### src/rtl/dmem_pkg.sv
// Shared definitions for the data-memory arbiter: FSM encodings, sign_mask
// constants understood by the data memory, and the instruction-memory offset.
package dmem_pkg;

    typedef enum logic [2:0] {
        S_IDLE      = 3'd0,
        S_ISSUE     = 3'd1,
        S_WAIT_RISE = 3'd2,
        S_WAIT_FALL = 3'd3,
        S_DONE      = 3'd4
    } dmem_state_e;

    localparam logic [3:0] MASK_B      = 4'b0001;
    localparam logic [3:0] MASK_H      = 4'b0011;
    localparam logic [3:0] MASK_W      = 4'b0111;
    localparam logic [3:0] MASK_SIGNED = 4'b1000;

    localparam logic [31:0] IMEM_OFFSET = 32'h0000_1000;

endpackage

### src/rtl/rr_arbiter2.sv
// Two-input grant with a last-granted pointer; FAIR=0 degrades to fixed
// priority where port 0 always wins a tie.
module rr_arbiter2 #(
    parameter int FAIR = 1
) (
    input  logic       clk,
    input  logic       reset,
    input  logic [1:0] req,
    input  logic       advance,
    input  logic       adv_port,
    output logic       gnt_valid,
    output logic       gnt_port
);

    logic last_port;

    // Pointer starts at port 1 so port 0 wins the first tie after reset.
    always_ff @(posedge clk or posedge reset) begin
        if (reset) begin
            last_port <= 1'b1;
        end else if (advance) begin
            last_port <= adv_port;
        end
    end

    always_comb begin
        gnt_valid = |req;
        gnt_port  = 1'b0;
        if (req == 2'b11) begin
            gnt_port = (FAIR != 0) ? ~last_port : 1'b0;
        end else begin
            gnt_port = req[1];
        end
    end

endmodule

### src/rtl/dmem_arbiter.sv
// Shares the single-ported data memory between the CPU port (0) and the
// DMA/debug port (1), sequencing one command per grant through the stall window.
module dmem_arbiter
    import dmem_pkg::*;
#(
    parameter int TIMEOUT = 8,
    parameter int FAIR    = 1
) (
    input  logic        clk,
    input  logic        reset,
    input  logic        p0_req,
    input  logic        p1_req,
    input  logic        p0_we,
    input  logic        p1_we,
    input  logic [31:0] p0_addr,
    input  logic [31:0] p1_addr,
    input  logic [31:0] p0_wdata,
    input  logic [31:0] p1_wdata,
    input  logic [3:0]  p0_mask,
    input  logic [3:0]  p1_mask,
    output logic        p0_ack,
    output logic        p1_ack,
    output logic [31:0] p0_rdata,
    output logic [31:0] p1_rdata,
    output logic [31:0] mem_addr,
    output logic [31:0] mem_wdata,
    output logic [3:0]  mem_sign_mask,
    output logic        mem_read,
    output logic        mem_write,
    input  logic [31:0] mem_rdata,
    input  logic        mem_stall,
    output logic        err,
    output logic [2:0]  dbg_state
);

    localparam int CW = $clog2(TIMEOUT + 1);

    // Handshake: a port raises req with we/addr/wdata/mask valid and holds them
    // until its one-cycle ack; no new grant is made during an ack cycle, so a
    // requester that drops req on seeing ack is never granted twice.

    dmem_state_e   state, state_n;
    logic          we_q;
    logic          port_q;
    logic [CW-1:0] to_cnt;
    logic [1:0]    arb_req;
    logic          gnt_valid, gnt_port;
    logic          grant, finish, timeout;

    assign arb_req   = (p0_ack || p1_ack) ? 2'b00 : {p1_req, p0_req};
    assign dbg_state = state;

    rr_arbiter2 #(.FAIR(FAIR)) u_arb (
        .clk       (clk),
        .reset     (reset),
        .req       (arb_req),
        .advance   (finish | timeout),
        .adv_port  (port_q),
        .gnt_valid (gnt_valid),
        .gnt_port  (gnt_port)
    );

    always_ff @(posedge clk or posedge reset) begin
        if (reset) begin
            state <= S_IDLE;
        end else begin
            state <= state_n;
        end
    end

    // The memory re-latches its command whenever idle, so read/write may only
    // be asserted in ISSUE.
    always_comb begin
        state_n   = state;
        mem_read  = 1'b0;
        mem_write = 1'b0;
        grant     = 1'b0;
        finish    = 1'b0;
        timeout   = 1'b0;
        case (state)
            S_IDLE: begin
                if (gnt_valid) begin
                    grant   = 1'b1;
                    state_n = S_ISSUE;
                end
            end
            S_ISSUE: begin
                mem_read  = ~we_q;
                mem_write = we_q;
                state_n   = S_WAIT_RISE;
            end
            S_WAIT_RISE: begin
                if (mem_stall) begin
                    state_n = S_WAIT_FALL;
                end else if (to_cnt == CW'(TIMEOUT - 1)) begin
                    timeout = 1'b1;
                    state_n = S_IDLE;
                end
            end
            S_WAIT_FALL: begin
                if (!mem_stall) begin
                    state_n = S_DONE;
                end
            end
            S_DONE: begin
                finish  = 1'b1;
                state_n = S_IDLE;
            end
            default: state_n = S_IDLE;
        endcase
    end

    always_ff @(posedge clk or posedge reset) begin
        if (reset) begin
            we_q          <= 1'b0;
            port_q        <= 1'b0;
            to_cnt        <= '0;
            mem_addr      <= '0;
            mem_wdata     <= '0;
            mem_sign_mask <= '0;
            p0_ack        <= 1'b0;
            p1_ack        <= 1'b0;
            p0_rdata      <= '0;
            p1_rdata      <= '0;
            err           <= 1'b0;
        end else begin
            p0_ack <= 1'b0;
            p1_ack <= 1'b0;
            if (grant) begin
                port_q        <= gnt_port;
                we_q          <= gnt_port ? p1_we    : p0_we;
                mem_addr      <= gnt_port ? p1_addr  : p0_addr;
                mem_wdata     <= gnt_port ? p1_wdata : p0_wdata;
                mem_sign_mask <= gnt_port ? p1_mask  : p0_mask;
            end
            if (state == S_ISSUE) begin
                to_cnt <= '0;
            end else if (state == S_WAIT_RISE) begin
                to_cnt <= to_cnt + CW'(1);
            end
            if (timeout) begin
                err <= 1'b1;
            end
            if (finish || timeout) begin
                if (port_q) begin
                    p1_ack <= 1'b1;
                end else begin
                    p0_ack <= 1'b1;
                end
            end
            // A timed-out transaction returns zero; completed writes keep rdata.
            if (timeout || (finish && !we_q)) begin
                if (port_q) begin
                    p1_rdata <= timeout ? 32'h0 : mem_rdata;
                end else begin
                    p0_rdata <= timeout ? 32'h0 : mem_rdata;
                end
            end
        end
    end

endmodule

### config.mk
export PLATFORM = sky130hd
export DESIGN_NAME = dmem_arbiter
export DESIGN_NICKNAME = d
export VERILOG_FILES = /design/src/rtl/dmem_pkg.sv /design/src/rtl/rr_arbiter2.sv /design/src/rtl/dmem_arbiter.sv
export SDC_FILE = /design/constraint.sdc
export NUM_CORES = 1
export LEC_CHECK = 0
export ABC_AREA = 1
export CAP_MARGIN = 20
export CORE_UTILIZATION = 40
export CTS_BUF_LIST = sky130_fd_sc_hd__clkbuf_8
export CTS_CLUSTER_SIZE = 28
export DETAILED_ROUTE_END_ITERATION = 10
export GPL_TIMING_DRIVEN = 0
export PLACE_DENSITY = 0.84
export SETUP_SLACK_MARGIN = 0.02
export SLEW_MARGIN = 15
export SYNTH_ARGS = -nofsm -noshare
export SYNTH_HDL_FRONTEND = slang
export SYNTH_SLANG_ARGS = --single-unit
### constraint.sdc
create_clock -name clk -period 10.3 [get_ports clk]
set_clock_uncertainty 0.05 [all_clocks]
set_input_delay 2.06 -clock clk [delete_from_list [all_inputs] [get_ports clk]]
set_output_delay 2.06 -clock clk [all_outputs]
set_load 0.01 [all_outputs]
# Yosys cells after proc, flatten, opt, wreduce, memory -nomap -nowiden

Cells that the tools add are included.
Widths: inputs -> output; s select.

$add $sub $neg: 1
Eq/ne operators: 9
Mux-type cells: 26
Bitwise operators: 4
Reduce and logical (&&, ||, !) cells: 11

Operators by type and width:

| operator            | count |
|---|---|
| $mux 32             | 3 |
| $mux 1              | 14 |
| $mux 3              | 4 |
| $mux 4              | 3 |
| $pmux 3 s4          | 1 |
| $eq 3x2->1 const B  | 2 |
| $add 4x1->4 const B | 1 |
| $eq 4x3->1 const B  | 1 |
| $ne 2x2->1 const B  | 2 |
| $reduce_and 2->1    | 2 |
| $eq 3x1->1 const B  | 1 |
| $eq 3x3->1 const B  | 1 |
| $logic_not 3->1     | 1 |
| $logic_or 1x1->1    | 3 |
| $ne 3x3->1 const B  | 1 |
| $not 1->1           | 3 |
| $reduce_and 3->1    | 1 |
| $eq 2x2->1 const B  | 1 |
| $mux 2              | 1 |
| $reduce_bool 2->1   | 1 |
| $reduce_or 2->1     | 1 |
| $logic_and 1x1->1   | 1 |
| $logic_not 1->1     | 1 |
| $or 1x1->1          | 1 |

Register bits: 145
Input bits: 175
Output and inout bits: 140

# Longest topological paths before layout

Depth after elaboration: 6
Gate-level depth with buffers: 9

# Modules after synthesis

From an unflattened synthesis, not the netlist that was laid out.

Cell total of the unflattened synthesis: 742
Area total of the unflattened synthesis: 6616.3 µm²

By module, submodules not included:

| module       | times used | cells each | area an instance (µm²) |
|---|---|---|---|
| dmem_arbiter | 1          | 733        | 6556.3 |
| rr_arbiter2  | 1          | 9          | 60.1 |

# Worst setup path after synthesis

OpenSTA, ideal clock, no wires.

Path type: reg-to-output
From: reg state[1] (netlist: dbg_state[1])
To: out mem_read
Arrival time: 930 ps
Required time: 8190 ps
Path slack: 7260 ps
Cell stages (with the launch flop): 4
Path buffers: 0
Cells stage by stage: dfrtp_1 -> inv_2 -> nand3_1 -> nor2_1

Longest elaborated chain between the ends: 2

Ends and longest elaborated chain:

| item                   | RTL line           | source |
|---|---|---|
| start, declared        | dmem_arbiter.sv:42 | `dmem_state_e state, state_n;` |
| start signal, assigned | dmem_arbiter.sv:67 | `state <= state_n;` |
| $eq 3x1->1             | dmem_arbiter.sv:80 | `case (state)` |
| $mux 1                 | dmem_arbiter.sv:80 |  |
| end, declared          | dmem_arbiter.sv:28 | `output logic mem_read,` |

Every way passes these cells.

# Final worst setup path

Ends and elaborated chain as after synthesis.

==> impl_metrics.yaml <==
cells_and_area:
  stdcell_count: 1320
  area_growth_pct: 59.1
  final_common_cell: "clkdlybuf4s50_1"
  final_util_pct: 66.2
  ff_latch_area_sq_um: 3630
  final_cell_mix: "clkdlybuf4s50_1, nand2_1, dfrtp_1"
  multiInputGateArea_sq_um: 2450
  nNetsFinal: 1270
  num-fill-cells: 1281
  drive_above_1_share_pct: 7.32
grt:
  grt_antenna_before_repair: 2
  grt_usage_pct: 27.2
  grt_max_degree: 92
  globalRoute.totalOverflow: 0
  grt_pass1_wl_mm: 34.2
  first_global_vias: 6622
timing:
  drv_slew: 0
  finalSetupViolCount: 0
  hold_violations: 0
  max_slew_margin_pct: 62.5
  holdWs_ps: 415
  grt_setup_unrepaired: "no"
  setup_tns_ps: 0
  worst_slew_pin_slew_ps: 563
  layout_min_cycle_time_ps: 4120
  fin_crit_sh_pct: 40.0
  fmax_mhz: 243
min_path:
  hold_path_class: "reg2reg"
die:
  rows: 45
  io_pins: 315
  die_h_um: 129
  coreArea_sq_um: 15400
  fp.dieArea_sq_um: 16600
  start_util_pct: 41.6
  die_w_um: 129
detailed_routing:
  drt_first_iter_violations: 562
  drc: 0
  wl_per_cell_um: 16.7
  vias: 6820
  post_drt_via_cell_ratio: 5.17
  drt_first_pass_iters: 5
  ant_nets: 0
  drt-total-wl_mm: 22.0
placement:
  dp_cells: 1286
  dpl.hpwl_mm: 16.6
  globalplace.congestion: 0.949
  port_buffers: 314
setup_path:
  path_depth: 4
  endpoint_kind: "output pin"
  r2r_end: "mem_addr[2]"
  worstPathRequired_ps: 8190
  setup.worst_path.end: "mem_read"
  rrSetupSlack_ps: 8440
  cpMaxStageDelayCell: "clkdlybuf4s50_1"
  slowest_delay_ps: 580
  path_cells: "inv_2 -> nand3_1 -> nor2_1 -> clkdlybuf4s50_1"
  r2r_cells: 7
  path_delay_family: "buffers and inverters"
  crit_fanout: 7
  path_class: "reg2out"
  r2r-start: "dbg_state[0]"
  worstSetupStartpoint: "dbg_state[1]"
  critPathBufInv: 2
  cp_data_arrival_time_ps: 2010
  worstSetupStartpointType: "register"
status:
  run_status: "completed"
clock_tree:
  insertion_delay_ps: 450
  clkSinkCount: 145
  cts_resized: 0
  cts_made_buffers: 17
  ctsHoldBuffers: 0
  cts_setup_buffers: 0
  h-tree-depth: 4
  cts_root_buf: "clkbuf_8"
  cts_tree: "yes"
  cts.clk_slew.worst_paths_ps: 80
  clock_path_buffers: 2
flow_run:
  cap_violations: 0
logic_synthesis:
  ys_top_cells_by_area: "dfrtp_1, nand2_1, o21ai_0, nand4_1, nor2_1"
  netlist_instances: 760
  synth_cell_types: 27
  synth_top_area_share_pct: 56.1
  synth_largest_area_cell: "dfrtp_1"
  yosysWarnings: 0
  syn_area_per_cell_sq_um: 8.45
  syn_area_sq_um: 6420
  syn-num-nets: 936
  synth_seq_cells: 145
  yosysSeqAreaShare_pct: 56.5
power:
  ir_drop_mv: 0.129
  p_leak_uw: 0.00471
  p_per_area_nw_per_um2: 272
-- power by group --
part	total (uW)	leakage [uW]	internal, uW	switching, uW
Sequential	985	0.00184	831	154
Combinational	1400	0.00269	680	718
Clock	393	0.000182	181	212
Total	2780	0.00471	1690	1080
-- logic make-up (layout without fill, tap and decap cells) --
kind of cell               after synthesis  count (layout)  share of synthesized area [%]
AOI/OAI and AO/OA                      123             123                           9.75
xor gates and xnor gates                 2               2                          0.273
adders and majority gates                1               1                          0.195
buffers and inverters                   68             415                           5.20
DFF                                    145             145                           56.5
other                                    0               2                              0
and+or+nand+nor                        421             421                           28.0
-- flip-flops by register name, summed over array words and instances, names as in the netlist --
signal           count
dbg_state            3
port_q               1
p1_rdata            32
u_arb.last_port      1
mem_wdata           32
mem_addr            32
we_q                 1
to_cnt               4
err                  1
p0_rdata            32
p1_ack               1
p0_ack               1
mem_sign_mask        4
-- synthesized netlist by cell type (all sizes together) --
library cell  instances
nand2               274
dfrtp               144
o21ai               117
nor2                 69
nand4                67
buf                  35
clkbuf               19
inv                  13
nand3                10
a21oi                 2
o211ai                2
a21boi                1
clkinv                1
dfstp                 1
ha                    1
nor3                  1
o21bai                1
xnor2                 1
xor2                  1
-- tightest hold or removal path: cells and delay by family, from the launching register on --
family                 cells  cell delay, ps
buffers and inverters      1              40
DFF                        1             340
and+or+nand+nor            1              50
-- through the flow --
stage	setup WS [ps]	total power, uW	area (sq um)
floorplan	4300	1600	6420
global placement	2250	2340	9830
detailed placement	6410	2390	9860
CTS	6150	2790	10200
global route	6070	2970	10200
finish	6180	2780	10200
-- routing by layer --
layer  GRT usage (%)  share of wire (%)  vias up
met5               0                  0        -
met4            14.9                4.8        0
met3            6.44                6.4       69
met2            44.0                 48      306
met1            33.6                 41     3251
li1                -                  -     3194
-- worst min-delay path by stage --
stage	cells after the start	slack (ps)	start	to
after floorplan	2	440	u_arb.last_port	u_arb.last_port
after global placement	2	400	err	err
after detailed placement	2	410	err	err
after CTS	2	420	err	err
after global routing	2	440	p1_rdata[14]	p1_rdata[14]
final	2	410	err	err
-- area by class of cell --
class	count	area share, %
sequential	145	35.6
timing repair buffer	315	31.1
multi-input combinational	547	24.0
buffer	54	2.76
clock buffer	20	2.70
tap	211	2.59
clock inverter	12	0.674
inverter	14	0.588
antenna	2	0.0490
Power figures use the tool's default switching activity.
